--- config.mk ---
export PLATFORM = sky130hd
export DESIGN_NAME = ir_rx_controller_flat
export DESIGN_NICKNAME = d
export VERILOG_FILES = /design/src/rtl/ir_pkg.sv /design/src/rtl/ir_rx_controller_if.sv /design/src/rtl/ir_tick_gen.sv /design/src/rtl/ir_rx_controller.sv /design/src/flat_wrapper.sv
export SDC_FILE = /design/constraint.sdc
export NUM_CORES = 1
export LEC_CHECK = 0
export ABC_AREA = 1
export ABC_CLOCK_PERIOD_IN_PS = 5650
export CELL_PAD_IN_SITES_DETAIL_PLACEMENT = 0
export CELL_PAD_IN_SITES_GLOBAL_PLACEMENT = 1
export CORE_MARGIN = 2
export CORE_UTILIZATION = 30
export CTS_BUF_LIST = sky130_fd_sc_hd__clkbuf_4
export DETAILED_ROUTE_END_ITERATION = 6
export PLACE_DENSITY = 0.58
export SLEW_MARGIN = 5
export SYNTH_ARGS = -nofsm -noshare
export SYNTH_HDL_FRONTEND = slang
export SYNTH_SLANG_ARGS = --single-unit
--- constraint.sdc ---
create_clock -name clk -period 5.65 [get_ports clk]
set_input_delay 1.4125 -clock clk [delete_from_list [all_inputs] [get_ports clk]]
set_output_delay 1.4125 -clock clk [all_outputs]
set_load 0.03 [all_outputs]
--- src/rtl/ir_pkg.sv ---
// Shared definitions for the IR frame receiver: FSM state encoding and
// default NEC-style timing constants, all expressed in prescaled ticks.
`timescale 1ns/1ps
package ir_pkg;

  localparam int DUR_W            = 8;
  localparam int TICK_DIV_DEF     = 2500;
  localparam int NBITS_DEF        = 16;
  localparam int LM_MIN_DEF       = 160;
  localparam int LM_MAX_DEF       = 200;
  localparam int LS_MIN_DEF       = 70;
  localparam int LS_MAX_DEF       = 110;
  localparam int BM_MAX_DEF       = 20;
  localparam int BIT_ONE_MIN_DEF  = 22;
  localparam int BS_MAX_DEF       = 60;

  typedef enum logic [2:0] {
    ST_IDLE,
    ST_LEAD_MARK,
    ST_LEAD_SPACE,
    ST_BIT_MARK,
    ST_BIT_SPACE,
    ST_STOP,
    ST_DELIVER,
    ST_ERR
  } ir_state_e;

endpackage

--- src/rtl/ir_rx_controller_if.sv ---
// Code hand-off between the IR receiver and its downstream decoder:
// code/code_valid from the receiver, code_ack back from the consumer.
`timescale 1ns/1ps
interface ir_rx_controller_if #(parameter int NBITS = 16);

  logic [NBITS-1:0] code;
  logic             code_valid;
  logic             code_ack;

  modport master (output code, output code_valid, input code_ack);
  modport slave  (input code, input code_valid, output code_ack);

endinterface

--- src/rtl/ir_tick_gen.sv ---
// Front end of the IR receiver: 2-FF synchroniser, edge register and a
// free-running TICK_DIV prescaler that is never disturbed by line edges.
`timescale 1ns/1ps
module ir_tick_gen #(
  parameter int TICK_DIV = 2500
) (
  input  logic clk,
  input  logic reset,
  input  logic i_ir,
  output logic o_ir_sync,
  output logic o_fall,
  output logic o_rise,
  output logic o_tick
);

  localparam int CNT_W = (TICK_DIV > 1) ? $clog2(TICK_DIV) : 1;

  logic             r_sync1;
  logic             r_sync2;
  logic             r_prev;
  logic [CNT_W-1:0] r_cnt;
  logic             w_wrap;

  // NOTE: the sync and edge flops reset to 1 (idle line level) so that
  // releasing reset on an idle line can never manufacture a false fall.
  always_ff @(posedge clk or negedge reset) begin
    if (!reset) begin
      r_sync1 <= 1'b1;
      r_sync2 <= 1'b1;
      r_prev  <= 1'b1;
    end else begin
      r_sync1 <= i_ir;
      r_sync2 <= r_sync1;
      r_prev  <= r_sync2;
    end
  end

  assign w_wrap = (r_cnt == CNT_W'(TICK_DIV - 1));

  always_ff @(posedge clk or negedge reset) begin
    if (!reset) begin
      r_cnt <= '0;
    end else begin
      r_cnt <= w_wrap ? '0 : r_cnt + 1'b1;
    end
  end

  assign o_ir_sync = r_sync2;
  assign o_fall    = r_prev & ~r_sync2;
  assign o_rise    = ~r_prev & r_sync2;
  assign o_tick    = w_wrap;

endmodule

--- src/rtl/ir_rx_controller.sv ---
// NEC-style IR frame receiver: times leader/bit phases in ticks, shifts the
// payload LSB first and offers it to the consumer over a valid/ack handshake.
`timescale 1ns/1ps
module ir_rx_controller
  import ir_pkg::*;
#(
  parameter int TICK_DIV    = TICK_DIV_DEF,
  parameter int NBITS       = NBITS_DEF,
  parameter int LM_MIN      = LM_MIN_DEF,
  parameter int LM_MAX      = LM_MAX_DEF,
  parameter int LS_MIN      = LS_MIN_DEF,
  parameter int LS_MAX      = LS_MAX_DEF,
  parameter int BM_MAX      = BM_MAX_DEF,
  parameter int BIT_ONE_MIN = BIT_ONE_MIN_DEF,
  parameter int BS_MAX      = BS_MAX_DEF
) (
  input  logic                clk,
  input  logic                reset,
  input  logic                ir_in,
  ir_rx_controller_if.master  code_if,
  output logic                busy,
  output logic                frame_err,
  output logic                overrun
);

  localparam int BC_W = (NBITS > 1) ? $clog2(NBITS) : 1;

  ir_state_e        r_state;
  ir_state_e        w_next;
  logic [DUR_W-1:0] r_dur;
  logic [BC_W-1:0]  r_bitcnt;
  logic [NBITS-1:0] r_shreg;
  logic [NBITS-1:0] r_code;
  logic             r_code_valid;
  logic             r_overrun;
  logic             w_ir_sync;
  logic             w_fall;
  logic             w_rise;
  logic             w_tick;

  ir_tick_gen #(.TICK_DIV(TICK_DIV)) u_tick_gen (
    .clk       (clk),
    .reset     (reset),
    .i_ir      (ir_in),
    .o_ir_sync (w_ir_sync),
    .o_fall    (w_fall),
    .o_rise    (w_rise),
    .o_tick    (w_tick)
  );

  // NOTE: sequential state uses <= so every flop sees pre-edge values.
  always_ff @(posedge clk or negedge reset) begin
    if (!reset) r_state <= ST_IDLE;
    else        r_state <= w_next;
  end

  // Timeouts take priority: a phase that overran is rejected whatever edge arrives.
  // NOTE: w_next is defaulted first so no branch can leave it unassigned (no latch).
  always_comb begin
    w_next = r_state;
    unique case (r_state)
      ST_IDLE:       if (w_fall && !w_ir_sync) w_next = ST_LEAD_MARK;
      ST_LEAD_MARK:  if (r_dur > DUR_W'(LM_MAX)) w_next = ST_ERR;
                     else if (w_rise)
                       w_next = (r_dur >= DUR_W'(LM_MIN)) ? ST_LEAD_SPACE : ST_ERR;
      ST_LEAD_SPACE: if (r_dur > DUR_W'(LS_MAX)) w_next = ST_ERR;
                     else if (w_fall)
                       w_next = (r_dur >= DUR_W'(LS_MIN)) ? ST_BIT_MARK : ST_ERR;
      ST_BIT_MARK:   if (r_dur > DUR_W'(BM_MAX)) w_next = ST_ERR;
                     else if (w_rise) w_next = ST_BIT_SPACE;
      ST_BIT_SPACE:  if (r_dur > DUR_W'(BS_MAX)) w_next = ST_ERR;
                     else if (w_fall)
                       w_next = (r_bitcnt == BC_W'(NBITS - 1)) ? ST_STOP : ST_BIT_MARK;
      ST_STOP:       if (r_dur > DUR_W'(BM_MAX)) w_next = ST_ERR;
                     else if (w_rise) w_next = ST_DELIVER;
      ST_DELIVER:    w_next = ST_IDLE;
      ST_ERR:        w_next = ST_IDLE;
      default:       w_next = ST_IDLE;
    endcase
  end

  always_ff @(posedge clk or negedge reset) begin
    if (!reset) begin
      r_dur    <= '0;
      r_bitcnt <= '0;
      r_shreg  <= '0;
    end else begin
      if (w_fall || w_rise)              r_dur <= '0;
      else if (w_tick && (r_dur != '1))  r_dur <= r_dur + 1'b1;

      if (r_state == ST_LEAD_SPACE && w_next == ST_BIT_MARK)
        r_bitcnt <= '0;
      else if (r_state == ST_BIT_SPACE && w_next == ST_BIT_MARK)
        r_bitcnt <= r_bitcnt + 1'b1;

      if (r_state == ST_BIT_SPACE && w_fall && w_next != ST_ERR)
        r_shreg[r_bitcnt] <= (r_dur >= DUR_W'(BIT_ONE_MIN));
    end
  end

  // An ack landing in the DELIVER cycle frees the slot for the new code.
  always_ff @(posedge clk or negedge reset) begin
    if (!reset) begin
      r_code       <= '0;
      r_code_valid <= 1'b0;
      r_overrun    <= 1'b0;
    end else if (r_state == ST_DELIVER) begin
      if (!r_code_valid || code_if.code_ack) begin
        r_code       <= r_shreg;
        r_code_valid <= 1'b1;
        r_overrun    <= 1'b0;
      end else begin
        r_overrun    <= 1'b1;
      end
    end else if (r_code_valid && code_if.code_ack) begin
      r_code_valid <= 1'b0;
      r_overrun    <= 1'b0;
    end
  end

  assign code_if.code       = r_code;
  assign code_if.code_valid = r_code_valid;
  assign busy               = (r_state != ST_IDLE);
  assign frame_err          = (r_state == ST_ERR);
  assign overrun            = r_overrun;

endmodule

--- src/flat_wrapper.sv ---
// flat-port wrapper written by rule: the top's interface ports become plain ports
module ir_rx_controller_flat import ir_pkg::*;
#(
  parameter int TICK_DIV    = TICK_DIV_DEF,
  parameter int NBITS       = NBITS_DEF,
  parameter int LM_MIN      = LM_MIN_DEF,
  parameter int LM_MAX      = LM_MAX_DEF,
  parameter int LS_MIN      = LS_MIN_DEF,
  parameter int LS_MAX      = LS_MAX_DEF,
  parameter int BM_MAX      = BM_MAX_DEF,
  parameter int BIT_ONE_MIN = BIT_ONE_MIN_DEF,
  parameter int BS_MAX      = BS_MAX_DEF
)
  (clk, reset, ir_in, busy, frame_err, overrun, code_if_code, code_if_code_valid, code_if_code_ack);
  ir_rx_controller_if #(.NBITS(NBITS)) code_if_i ();
  input  logic clk;
  input  logic reset;
  input  logic ir_in;
  output logic busy;
  output logic frame_err;
  output logic overrun;
  output wire logic [$bits(code_if_i.code)-1:0] code_if_code;
  output wire logic [$bits(code_if_i.code_valid)-1:0] code_if_code_valid;
  input wire logic [$bits(code_if_i.code_ack)-1:0] code_if_code_ack;
  assign code_if_code = code_if_i.code;
  assign code_if_code_valid = code_if_i.code_valid;
  assign code_if_i.code_ack = code_if_code_ack;
  ir_rx_controller #(.TICK_DIV(TICK_DIV), .NBITS(NBITS), .LM_MIN(LM_MIN), .LM_MAX(LM_MAX), .LS_MIN(LS_MIN), .LS_MAX(LS_MAX), .BM_MAX(BM_MAX), .BIT_ONE_MIN(BIT_ONE_MIN), .BS_MAX(BS_MAX)) u_core (.clk(clk), .reset(reset), .ir_in(ir_in), .code_if(code_if_i), .busy(busy), .frame_err(frame_err), .overrun(overrun));
endmodule
# == Yosys cells after proc, flatten, opt, wreduce, memory -nomap -nowiden ==
# Index checks and enable logic that the tools add are counted.
# op_classes
add_sub_neg,3
order_cmp,9
eq_ne,13
muxes,28
n_bitwise,4
n_reduce_logical,20
# ops
op,n
2-to-1 mux 3 bit,14
one-hot mux 3 bit (7 select lines),1
bitwise mux 16 bit,1
2-to-1 mux 8 bit,2
"adder 12 x 1 -> 12 bit, second input constant",1
"== test 12 bit, second input constant",1
"== test 3 bit, second input constant",4
2-to-1 mux 12 bit,1
"== test 3 x 2 -> 1 bit, second input constant",3
"adder 8 x 1 -> 8 bit, second input constant",1
"greater-or-equal comparator 8 x 5 -> 1 bit, second input constant",1
"greater-or-equal comparator 8 x 7 -> 1 bit, second input constant",1
"greater-or-equal comparator 8 bit, second input constant",1
"> comparator 8 x 5 -> 1 bit, second input constant",1
"> comparator 8 x 6 -> 1 bit, second input constant",1
"> comparator 8 x 7 -> 1 bit, second input constant",1
"> comparator 8 bit, second input constant",1
logical AND 1 bit,8
2-to-1 mux 4 bit,2
"!= test 8 bit, second input constant",1
2-to-1 mux 1 bit,6
nonzero test 2 bit,3
"< comparator 4 x 5 -> 1 bit, second input constant",1
"adder 4 x 1 -> 4 bit, second input constant",1
other kinds (14),19
# totals
reg_bits,64
inputBits,4
elab_cells,88

# == Longest topological paths before layout ==
# Gate-level depths: netlist of the first run.
# logic_depth
ltp_word,9
depth_mapped,16
mapped_depth_nobuf,15

# == Modules after synthesis ==
# A second synthesis of the first run with hierarchy kept.
# hier_totals
cells_unflattened,472
hier_area_um2,3527.1
# by_module_without_submodules
module,instances,cells_each,area_each_um2,seq_area_each_um2
ir_rx_controller,1,380,2785.2,1226.2
ir_tick_gen,1,92,742.0,379.1

# == Worst setup path after synthesis of the first run ==
# OpenSTA, ideal clock, no wires.
# synth_timing
kind,reg-to-output
startpoint,reg u_core.r_state[0]
endpoint,out frame_err
arrival_ns,1.162
required_ns,4.238
slack_ns,3.075
stages_incl_launch_ff,3
path_buffers,0
cell_sequence,dfrtp_1 > inv_1 > nor3_1
# synth_via
elab_chain_len,1
# synth_rtl
element,line,rtl
start: declaration,ir_rx_controller.sv:28,ir_state_e r_state;
start signal: assignment,ir_rx_controller.sv:54,else r_state <= w_next;
== test 3 bit,ir_rx_controller.sv:124,assign frame_err = (r_state == ST_ERR);
end: declaration,flat_wrapper.sv:20,output logic frame_err;
# Every way passes these cells.

# == Worst setup path after layout of the first run ==
# layout_timing
startpoint,reg u_core.r_state[0]
endpoint,out busy
# layout_via
elab_chain_len,1
# layout_rtl
element,line,rtl
nonzero test 3 bit,ir_rx_controller.sv:123,assign busy = (r_state != ST_IDLE);
end: declaration,flat_wrapper.sv:19,output logic busy;
# Every way passes these cells.

==> results of run 1 <==
-- cells in the mapped netlist --
library cell,n
sky130_fd_sc_hd__a211oi_1,1
sky130_fd_sc_hd__a21oi_1,11
sky130_fd_sc_hd__a31oi_1,1
sky130_fd_sc_hd__buf_2,4
sky130_fd_sc_hd__buf_6,4
sky130_fd_sc_hd__clkbuf_1,4
sky130_fd_sc_hd__clkinv_1,1
sky130_fd_sc_hd__dfrtp_1,61
sky130_fd_sc_hd__dfstp_2,3
sky130_fd_sc_hd__ha_1,9
sky130_fd_sc_hd__inv_1,48
sky130_fd_sc_hd__inv_2,6
sky130_fd_sc_hd__nand2_1,138
sky130_fd_sc_hd__nand2_2,5
sky130_fd_sc_hd__nand3_1,44
sky130_fd_sc_hd__nand3_2,3
sky130_fd_sc_hd__nand3_4,1
sky130_fd_sc_hd__nand3b_1,1
sky130_fd_sc_hd__nand4_1,20
sky130_fd_sc_hd__nand4_2,1
sky130_fd_sc_hd__nand4_4,1
sky130_fd_sc_hd__nor2_1,46
sky130_fd_sc_hd__nor2_2,7
sky130_fd_sc_hd__nor2_4,2
sky130_fd_sc_hd__nor3_1,9
sky130_fd_sc_hd__nor3_2,1
sky130_fd_sc_hd__nor4_1,2
sky130_fd_sc_hd__o211ai_1,1
sky130_fd_sc_hd__o21a_1,2
sky130_fd_sc_hd__o21ai_0,11
sky130_fd_sc_hd__o21ai_1,4
sky130_fd_sc_hd__o21ai_2,1
sky130_fd_sc_hd__or2_2,1
sky130_fd_sc_hd__xor2_1,6
-- layout by cell type, fill, tap and decap left out --
cell,instances
sky130_fd_sc_hd__a31oi_1,1
sky130_fd_sc_hd__nor2_1,45
sky130_fd_sc_hd__nor2_4,2
sky130_fd_sc_hd__clkinv_2,3
sky130_fd_sc_hd__nor4_1,2
sky130_fd_sc_hd__nor2_2,8
sky130_fd_sc_hd__buf_2,1
sky130_fd_sc_hd__a21oi_1,11
sky130_fd_sc_hd__or2_2,1
sky130_fd_sc_hd__clkbuf_4,10
sky130_fd_sc_hd__nand4_2,1
sky130_fd_sc_hd__nand4_1,20
sky130_fd_sc_hd__ha_1,9
sky130_fd_sc_hd__inv_1,48
sky130_fd_sc_hd__dfrtp_1,61
sky130_fd_sc_hd__bufinv_16,1
sky130_fd_sc_hd__clkdlybuf4s50_1,22
sky130_fd_sc_hd__nor3_1,9
sky130_fd_sc_hd__xor2_1,6
sky130_fd_sc_hd__a211oi_1,1
sky130_fd_sc_hd__nand4_4,1
sky130_fd_sc_hd__nand3_2,3
sky130_fd_sc_hd__clkinv_1,1
sky130_fd_sc_hd__nor3_2,1
sky130_fd_sc_hd__buf_4,2
sky130_fd_sc_hd__o21a_1,2
sky130_fd_sc_hd__o211ai_1,1
sky130_fd_sc_hd__nand3_4,1
sky130_fd_sc_hd__nand3_1,44
sky130_fd_sc_hd__nand2_2,5
sky130_fd_sc_hd__dfstp_2,3
sky130_fd_sc_hd__nand3b_1,1
sky130_fd_sc_hd__o21ai_0,11
sky130_fd_sc_hd__o21ai_1,4
sky130_fd_sc_hd__nand2_1,138
sky130_fd_sc_hd__clkinvlp_4,2
sky130_fd_sc_hd__o21ai_2,1
sky130_fd_sc_hd__inv_2,6
-- worst max-delay path, delay by kind of cell (launching register included) --
kind	cells	cell delay (ns)
buffers and inverters	3	0.87
AND/OR/NAND/NOR	2	0.13
flip-flops	1	0.47
-- worst paths after layout --
path	slack, ns	depth (start not counted)	to
hold / removal	0.36	0	u_core.u_tick_gen.o_ir_sync$_DFF_PN1_
setup reg to reg	3.34	8	u_core.r_shreg[10]$_DFFE_PN0P_
hold reg to reg	0.36	0	u_core.u_tick_gen.o_ir_sync$_DFF_PN1_
min in group asynchronous	1.19	2	u_core.r_state[1]$_DFF_PN0_
max in group asynchronous	3.93	2	u_core.u_tick_gen.r_cnt[3]$_DFF_PN0_
setup / recovery	2.36	5	busy
-- stage by stage --
stage / std cells / setup WS [ns] / power, mW / area [sq um] / hold slack, ns
2_1_floorplan: 460 / 3.08 / 0.805 / 3530 / 0.345
3_3_place_gp: 616 / 2.54 / 0.887 / 3870 / 0.361
3_5_place_dp: 616 / 2.52 / 0.889 / 3870 / 0.350
4_1_cts: 632 / 2.32 / 1.21 / 4010 / 0.367
5_1_grt: 632 / 2.19 / 1.28 / 4010 / 0.370
6_report: 632 / 2.36 / 1.19 / 4010 / 0.365
-- cells by family (layout without fill, tap and decap cells) --
kind of cell / after synthesis / in the layout / share of synthesized area
and+or+nand+nor: 282 / 282 / 0.367
buffers and inverters: 67 / 96 / 0.0812
DFF: 64 / 64 / 0.455
AOI/OAI and AO/OA: 32 / 32 / 0.0496
adders and majority gates: 9 / 9 / 0.0319
xor gates and xnor gates: 6 / 6 / 0.0149
-- layout make-up --
cell class                 instances  area (sq um)  share of cell area
inverter                          55           206              0.0515
tap                              143           179              0.0447
sequential                        64          1610               0.401
timing repair buffer              25           240              0.0600
clock buffer                      10          75.1              0.0187
multi-input combinational        329          1640               0.409
clock inverter                     6          60.1              0.0150
-- metal layers --
metal	share of wire	track usage	vias up
met5	0	0	-
met4	0.013	0.0317	0
met3	0.025	0.0346	9
met2	0.45	0.208	39
met1	0.51	0.188	1336
li1	-	-	1527
-- state kept, by name, summed over array words and instances, names as in the netlist --
register,flops
u_core.code_if.code,16
u_core.code_if.code_valid,1
u_core.overrun,1
u_core.r_bitcnt,4
u_core.r_dur,8
u_core.r_shreg,16
u_core.r_state,3
u_core.u_tick_gen.o_ir_sync,1
u_core.u_tick_gen.r_cnt,12
u_core.u_tick_gen.r_prev,1
u_core.u_tick_gen.r_sync1,1
-- power breakdown --
part	internal, mW	leakage (nW)	total [mW]	switching [mW]
clock network	0.138	0.0722	0.311	0.173
logic	0.107	1.03	0.361	0.254
registers	0.484	0.861	0.514	0.0306
total	0.728	1.97	1.19	0.458
==> flow_summary.yaml, run 1 <==
floorplanning:
  start_util: 0.308
  core_area_sq_mm: 0.0115
  floorplan.die_area_sq_mm: 0.0126
  pin_count: 24
  die_height_microns: 112
  core.rowCount: 39
  dieWidth_microns: 112
sta:
  slew_headroom: 0.219
  time_the_worst_path_needs_with_i_o_delays_and_setup_ns: 3.29
  finalSetupViolations: 0
  fmax_mhz: 304
  final_min_period_over_clock_period: 0.582
  final-max-slew-violation-count: 0
  grt_setup_unrepaired: "no"
  finClkSkew_ns: 0.0131
  final.setup.tns_ns: 0
  finalHoldViolations: 0
  worst_slew_pin_slew_ns: 1.17
clock_network:
  cts_tree: "yes"
  htreeDepth: 3
  cts_hold_buf: 0
  clkSlewWorstSetupHoldPaths_ns: 0.11
  ctsLongestPathBuffers: 2
  cts.sinks: 64
  postCtsResizedCells: 0
  cts_made_buffers: 9
  clock_insertion_delay_worst_skew_ns: 0.40
  cts_setup_buffers: 0
  ctsRootBufferMaster: "sky130_fd_sc_hd__clkbuf_4"
finish:
  design.final.nets: 497
  n_fill_cell: 1194
  layout.core_utilization: 0.349
  layout-area-overhead-vs-synth_pct: 13.5
  n_antenna_cell: 0
  layout-drive-gt1-share: 0.106
pwr:
  power-per-cell-area_mw_per_mm2: 296
  worst_ir_drop_vdd_uv: 162
  p_leak_nw: 1.97
route:
  wire_per_inst_microns: 12.4
  first_pass_iters: 4
  via_per_inst: 4.61
  drtIter0Drc: 212
  postRouteAntennaNets: 0
  routed-via-count: 2911
  route.final.wire_length_microns: 7850
  drt_drc_violations_left: 0
synth:
  post_synth_num_cell_types: 34
  synthesized_net_count: 473
  synthesis_warnings: 0
  synth_area_per_cell_sq_um: 7.67
  ff_latch_count_synth: 64
  synth.area.top_cells: "sky130_fd_sc_hd__dfrtp_1 43%, sky130_fd_sc_hd__nand2_1 15%, sky130_fd_sc_hd__nand3_1 6.2%"
  synth_largest_type_area_fraction: 0.433
  seq_area_frac_synth: 0.455
  syn-instance-count: 460
  post_synth_design_cell_area_sq_mm: 0.00353
  synthDominantAreaCellType: "sky130_fd_sc_hd__dfrtp_1"
worst_setup_path:
  critical_path_peak_fanout: 5
  criticalPathCategory: "reg2out"
  worstPathCellList: "nor2_1 -> inv_1 -> nor2_1 -> inv_1 -> clkdlybuf4s50_1"
  kind_of_start_point_of_the_critical_path: "flip-flop"
  crit_arrival_ns: 1.88
  required_ns: 4.24
  critPathCaptureType: "output pin"
  timing.critical_path.slowest_stage_cell: "sky130_fd_sc_hd__clkdlybuf4s50_1"
  cpPeakStageDelay_ns: 0.68
  crit-reg2reg-launch: "u_core.r_state[0]$_DFF_PN0_"
  setup.worst_path.start: "u_core.r_state[0]$_DFF_PN0_"
placement:
  routabilityCongestion: 0.776
  buffer_ports.inserted: 23
  detailedPlacementHpwl_microns: 5590
global_route:
  first_pass_grt_wire_length_microns: 13700
  largest_net_degree_at_the_start_of_global_routing: 65
  vias_in_the_first_global_route: 2781
  global_route.overflow_total: 0
  grt_usage: 0.134
  grt_antenna_before_repair: 0
hold_path:
  min-delay-start: "u_core.u_tick_gen.r_sync1$_DFF_PN1_"
  hold_class: "reg2reg"
outcome:
  status: "complete, no violations"
run:
  maxCapViolCount: 0
(Power assumes the default switching activity.)
==> run 2: changes to the inputs <==
--- a/config.mk
+++ b/config.mk
@@ -6,7 +6,7 @@
 export NUM_CORES = 1
 export LEC_CHECK = 0
 export ABC_AREA = 1
-export ABC_CLOCK_PERIOD_IN_PS = 5650
+export ABC_CLOCK_PERIOD_IN_PS = 3300
 export CELL_PAD_IN_SITES_DETAIL_PLACEMENT = 0
 export CELL_PAD_IN_SITES_GLOBAL_PLACEMENT = 1
 export CORE_MARGIN = 2
==> constraint.sdc (replaced) <==
create_clock -name clk -period 3.3 [get_ports clk]
set_input_delay 0.825 -clock clk [delete_from_list [all_inputs] [get_ports clk]]
set_output_delay 0.825 -clock clk [all_outputs]
set_load 0.03 [all_outputs]
==> run 2 against run 1 <==
Die area unchanged. Power increased by 66%. Combinational power is 73% higher. Clock-buffer cell count unchanged. Critical endpoint is now frame_err. Highest routed layer unchanged.
==> flow_summary.yaml, run 2 (synthesis results as in run 1) <==
outcome:
  status: "complete, no violations"
worst_setup_path:
  critPathCaptureType: "output pin"
  cpPeakStageDelay_ns: 0.70
  kind_of_start_point_of_the_critical_path: "flip-flop"
  critical_path_peak_fanout: 6
  worst-path-buf-inv: 2
  required_ns: 2.47
  timing.critical_path.slowest_stage_cell: "sky130_fd_sc_hd__clkdlybuf4s50_1"
  worstPathCellList: "inv_2 -> nor3_1 -> clkdlybuf4s50_1"
  critical_path_s_top_delay_family: "buffers and inverters"
  criticalPathCategory: "reg2out"
  crit_arrival_ns: 1.89
global_route:
  largest_net_degree_at_the_start_of_global_routing: 34
  global_route.overflow_total: 0
  grt_usage: 0.136
  grt_antenna_before_repair: 0
  vias_in_the_first_global_route: 2739
  first_pass_grt_wire_length_microns: 13500
clock_network:
  clock_insertion_delay_worst_skew_ns: 0.44
  cts_setup_buffers: 0
  cts_made_buffers: 9
  cts_tree: "yes"
  postCtsResizedCells: 0
  clkSlewWorstSetupHoldPaths_ns: 0.11
  cts_hold_buf: 0
  htreeDepth: 3
  cts.sinks: 64
  ctsRootBufferMaster: "sky130_fd_sc_hd__clkbuf_4"
  ctsLongestPathBuffers: 2
sta:
  fmax_mhz: 368
  grt_setup_unrepaired: "no"
  final_ws_setup_ns: 0.583
  finalHoldViolations: 0
  fin_worst_hold_slack_ns: 0.373
  final-max-slew-violation-count: 0
  final.setup.tns_ns: 0
  finalSetupViolations: 0
  time_the_worst_path_needs_with_i_o_delays_and_setup_ns: 2.72
  slew_headroom: 0.436
  worst_slew_pin_slew_ns: 0.845
  final_min_period_over_clock_period: 0.823
  finClkSkew_ns: 0.0187
run:
  maxCapViolCount: 0
placement:
  buffer_ports.inserted: 23
  dpl_worst_slack_ns: 0.587
  detailedPlacementHpwl_microns: 5650
  routabilityCongestion: 0.789
  placedCellCount: 617
finish:
  most_common_library_cell_in_the_layout_ignoring_fill_and_taps: "sky130_fd_sc_hd__nand2_1"
  multi_input_gate_area_in_the_final_layout_sq_mm: 0.00164
  design.final.nets: 498
  n_fill_cell: 1237
  layout-drive-gt1-share: 0.104
  instances_no_fill: 633
  layout.cells.most_common_list: "138 x sky130_fd_sc_hd__nand2_1, 61 x sky130_fd_sc_hd__dfrtp_1, 48 x sky130_fd_sc_hd__inv_1"
  seqCellArea_sq_mm: 0.00161
  layout-area-overhead-vs-synth_pct: 13.4
  n_antenna_cell: 0
pwr:
  p_leak_nw: 1.96
  power-per-cell-area_mw_per_mm2: 491
  worst_ir_drop_vdd_uv: 338
  total_power_of_the_final_layout_mw: 1.97
route:
  via_per_inst: 4.63
  drt_drc_violations_left: 0
  postRouteAntennaNets: 0
  routed-via-count: 2931
  route.final.wire_length_microns: 7990
  drtIter0Drc: 138
  wire_per_inst_microns: 12.6
  first_pass_iters: 4
floorplanning:
  dieWidth_microns: 112
  start_util: 0.308
  core.rowCount: 39
  floorplan.die_area_sq_mm: 0.0126
  die_height_microns: 112
  core_area_sq_mm: 0.0115
  pin_count: 24
hold_path:
  hold_class: "reg2reg"
==> run 2: changes by cell type in the layout (fill, tap and decap cells not counted), sizes merged <==
cell / previous run / this run
buf: 3 / 4
bufinv: 1 / 0
clkinv: 4 / 5
==> run 2: worst reg2reg max path, delay by kind of cell (launching register included) <==
kind                       cells  cell delay (ns)
adders and majority gates      1             0.23
buffers and inverters          1             0.05
DFF                            1             0.57
and+or+nand+nor               10             1.21
==> run 2: area by class of cell <==
cell class	instances	share of cell area
multi-input combinational	329	0.410
clock inverter	6	0.00907
sequential	64	0.401
timing repair buffer	26	0.0650
tap	143	0.0447
inverter	55	0.0516
clock buffer	10	0.0188
==> run 2: power breakdown <==
group          leakage (nW)  switching [mW]  internal (mW)
clock                0.0575           0.305          0.158
sequential            0.861          0.0502          0.828
combinational          1.04           0.438          0.187
==> run 2: through the flow <==
step           instance area [sq um]   util
2_1_floorplan                   3530      -
3_3_place_gp                    3890  0.339
3_5_place_dp                    3890  0.339
4_1_cts                         4000  0.349
5_1_grt                         4000  0.349
6_report                        4000  0.349
==> run 2: worst paths after layout <==
path                                                        from                                     to  slack, ns  depth (start not counted)
setup / recovery                     u_core.r_state[2]$_DFF_PN0_                              frame_err       0.58                          3
hold / removal               u_core.u_tick_gen.r_sync1$_DFF_PN1_  u_core.u_tick_gen.o_ir_sync$_DFF_PN1_       0.37                          0
setup reg to reg           u_core.u_tick_gen.o_ir_sync$_DFF_PN1_          u_core.r_shreg[6]$_DFFE_PN0P_       1.13                         12
hold reg to reg              u_core.u_tick_gen.r_sync1$_DFF_PN1_  u_core.u_tick_gen.o_ir_sync$_DFF_PN1_       0.37                          0
max in group asynchronous                                  reset          u_core.r_shreg[9]$_DFFE_PN0P_       2.16                          2
min in group asynchronous                                  reset    u_core.code_if.code[14]$_DFFE_PN0P_       0.48                          1
==> run 2: metal layers <==
layer,part of all wire,up-vias,global-route usage
met4,0.016,0,0.0683
met1,0.50,1353,0.185
met2,0.45,32,0.202
met3,0.030,10,0.0308
li1,-,1536,-
met5,0,-,0
==> run 3: changes to the inputs <==
--- a/config.mk
+++ b/config.mk
@@ -6,7 +6,7 @@
 export NUM_CORES = 1
 export LEC_CHECK = 0
 export ABC_AREA = 1
-export ABC_CLOCK_PERIOD_IN_PS = 3300
+export ABC_CLOCK_PERIOD_IN_PS = 2500
 export CELL_PAD_IN_SITES_DETAIL_PLACEMENT = 0
 export CELL_PAD_IN_SITES_GLOBAL_PLACEMENT = 1
 export CORE_MARGIN = 2
==> constraint.sdc (replaced) <==
create_clock -name clk -period 2.5 [get_ports clk]
set_input_delay 0.625 -clock clk [delete_from_list [all_inputs] [get_ports clk]]
set_output_delay 0.625 -clock clk [all_outputs]
set_load 0.03 [all_outputs]
==> run 3 against run 2 <==
Clock skew barely moved. Utilization rose by 0.28 points. Wire length fell by 0.36%. Via count is 0.72% lower. Critical path depth grew 2. Sequential power grew 32%. Clock power up 48%. Setup slack lost 0.38 ns. Flip-flop and latch count did not move.
==> flow_summary.yaml, run 3 (synthesis results as in run 1) <==
floorplanning:
  pin_count: 24
  floorplan.die_area_sq_mm: 0.0126
  die_height_microns: 112
  core.rowCount: 39
  dieWidth_microns: 112
  core_area_sq_mm: 0.0115
  start_util: 0.308
finish:
  layout-drive-gt1-share: 0.110
  most_common_library_cell_in_the_layout_ignoring_fill_and_taps: "sky130_fd_sc_hd__nand2_1"
  layout.core_utilization: 0.352
  layout-area-overhead-vs-synth_pct: 14.3
  final_cell_area_sq_mm: 0.00403
  layout.cells.most_common_list: "138 x sky130_fd_sc_hd__nand2_1, 61 x sky130_fd_sc_hd__dfrtp_1, 48 x sky130_fd_sc_hd__inv_1"
  instances_no_fill: 635
  design.final.nets: 500
clock_network:
  cts_tree: "yes"
  clkSlewWorstSetupHoldPaths_ns: 0.10
  cts.sinks: 64
  htreeDepth: 3
  ctsLongestPathBuffers: 2
  ctsRootBufferMaster: "sky130_fd_sc_hd__clkbuf_4"
  clock_insertion_delay_worst_skew_ns: 0.43
  cts_made_buffers: 9
route:
  postRouteAntennaNets: 0
  routedLengthMet1_microns: 4000
  uppermost_layer_routed: "met4"
  route.final.wire_length_microns: 7960
  drt_drc_violations_left: 0
  routed-via-count: 2910
  drtIter0Drc: 172
  detailroute.wirelength.met2_microns: 3590
  wire_per_inst_microns: 12.5
  via_per_inst: 4.58
  wl_met3_microns: 210
  first_pass_iters: 4
sta:
  final_min_period_over_clock_period: 0.918
  fmax_mhz: 436
  finalHoldViolations: 0
  final-max-slew-violation-count: 0
  final.setup.tns_ns: 0
  finClkSkew_ns: 0.0184
  grt_setup_unrepaired: "no"
  final_ws_setup_ns: 0.205
  fin_worst_hold_slack_ns: 0.269
  finalSetupViolations: 0
  time_the_worst_path_needs_with_i_o_delays_and_setup_ns: 2.29
  worst_slew_pin_slew_ns: 0.775
  slew_headroom: 0.483
worst_setup_path:
  crit_arrival_ns: 1.67
  critPathCaptureType: "output pin"
  register_to_register_setup_slack_ns: 0.35
  critical_path_peak_fanout: 5
  criticalPathCategory: "reg2out"
  required_ns: 1.88
  kind_of_start_point_of_the_critical_path: "flip-flop"
hold_path:
  hold_class: "in2async"
placement:
  buffer_ports.inserted: 23
  detailedPlacementHpwl_microns: 5770
  dpl_worst_slack_ns: 0.365
  post_dp_cell_area_sq_mm: 0.00391
  routabilityCongestion: 0.782
  placedCellCount: 619
pwr:
  worst_ir_drop_vdd_uv: 366
  p_leak_nw: 1.99
  power-per-cell-area_mw_per_mm2: 660
  total_power_of_the_final_layout_mw: 2.66
run:
  maxCapViolCount: 0
global_route:
  grt_antenna_before_repair: 1
  vias_in_the_first_global_route: 2836
  global_route.overflow_total: 0
  largest_net_degree_at_the_start_of_global_routing: 33
  first_pass_grt_wire_length_microns: 14000
  grt_usage: 0.140
outcome:
  status: "complete, no violations"
-- run 3: path summary, 6_finish.rpt --
kind	cells past startpoint	end	start
min	1	u_core.code_if.code_valid$_DFFE_PN0P_	reset
min reg2reg	0	u_core.u_tick_gen.o_ir_sync$_DFF_PN1_	u_core.u_tick_gen.r_sync1$_DFF_PN1_
max reg2reg	15	u_core.r_shreg[5]$_DFFE_PN0P_	u_core.r_dur[0]$_DFFE_PN0P_
max	5	busy	u_core.r_state[0]$_DFF_PN0_
min in group clk	0	u_core.u_tick_gen.o_ir_sync$_DFF_PN1_	u_core.u_tick_gen.r_sync1$_DFF_PN1_
max in group asynchronous	2	u_core.r_shreg[6]$_DFFE_PN0P_	reset
-- run 3: metal layers --
metal  GRT usage  vias up
met5           0        -
met4      0.0610        0
met3      0.0367       11
met2       0.218       37
met1       0.184     1325
li1            -     1537
-- run 3: worst max-delay path: stages, from the launching register on --
cell                            delay (ns)
sky130_fd_sc_hd__dfrtp_1              0.45
sky130_fd_sc_hd__nor2_1               0.18
sky130_fd_sc_hd__inv_1                0.09
sky130_fd_sc_hd__nor2_1               0.10
sky130_fd_sc_hd__inv_1                0.08
sky130_fd_sc_hd__dlygate4sd2_1        0.36
-- run 3: cell type report --
class / instances / area, sq um
well taps: 143 / 179
repair buffers: 28 / 273
clock buffers: 9 / 67.6
multi-input cells: 329 / 1640
flip-flops and latches: 64 / 1610
clock inverters: 6 / 61.3
fillers: 1211 / 7430
diodes: 1 / 2.50
inverters: 55 / 206
-- run 3: power breakdown --
group | switching (mW) | total, mW | internal [mW] | leakage [nW]
combinational | 0.572 | 0.814 | 0.242 | 1.06
sequential | 0.0694 | 1.16 | 1.09 | 0.861
clock | 0.388 | 0.684 | 0.295 | 0.0715
-- run 3: repair_timing --
item                       4_1_cts  5_1_grt
buffers inserted                 0        0
hold buffers                     0        0
gates resized for setup          2        0
setup endpoints to repair        2        0
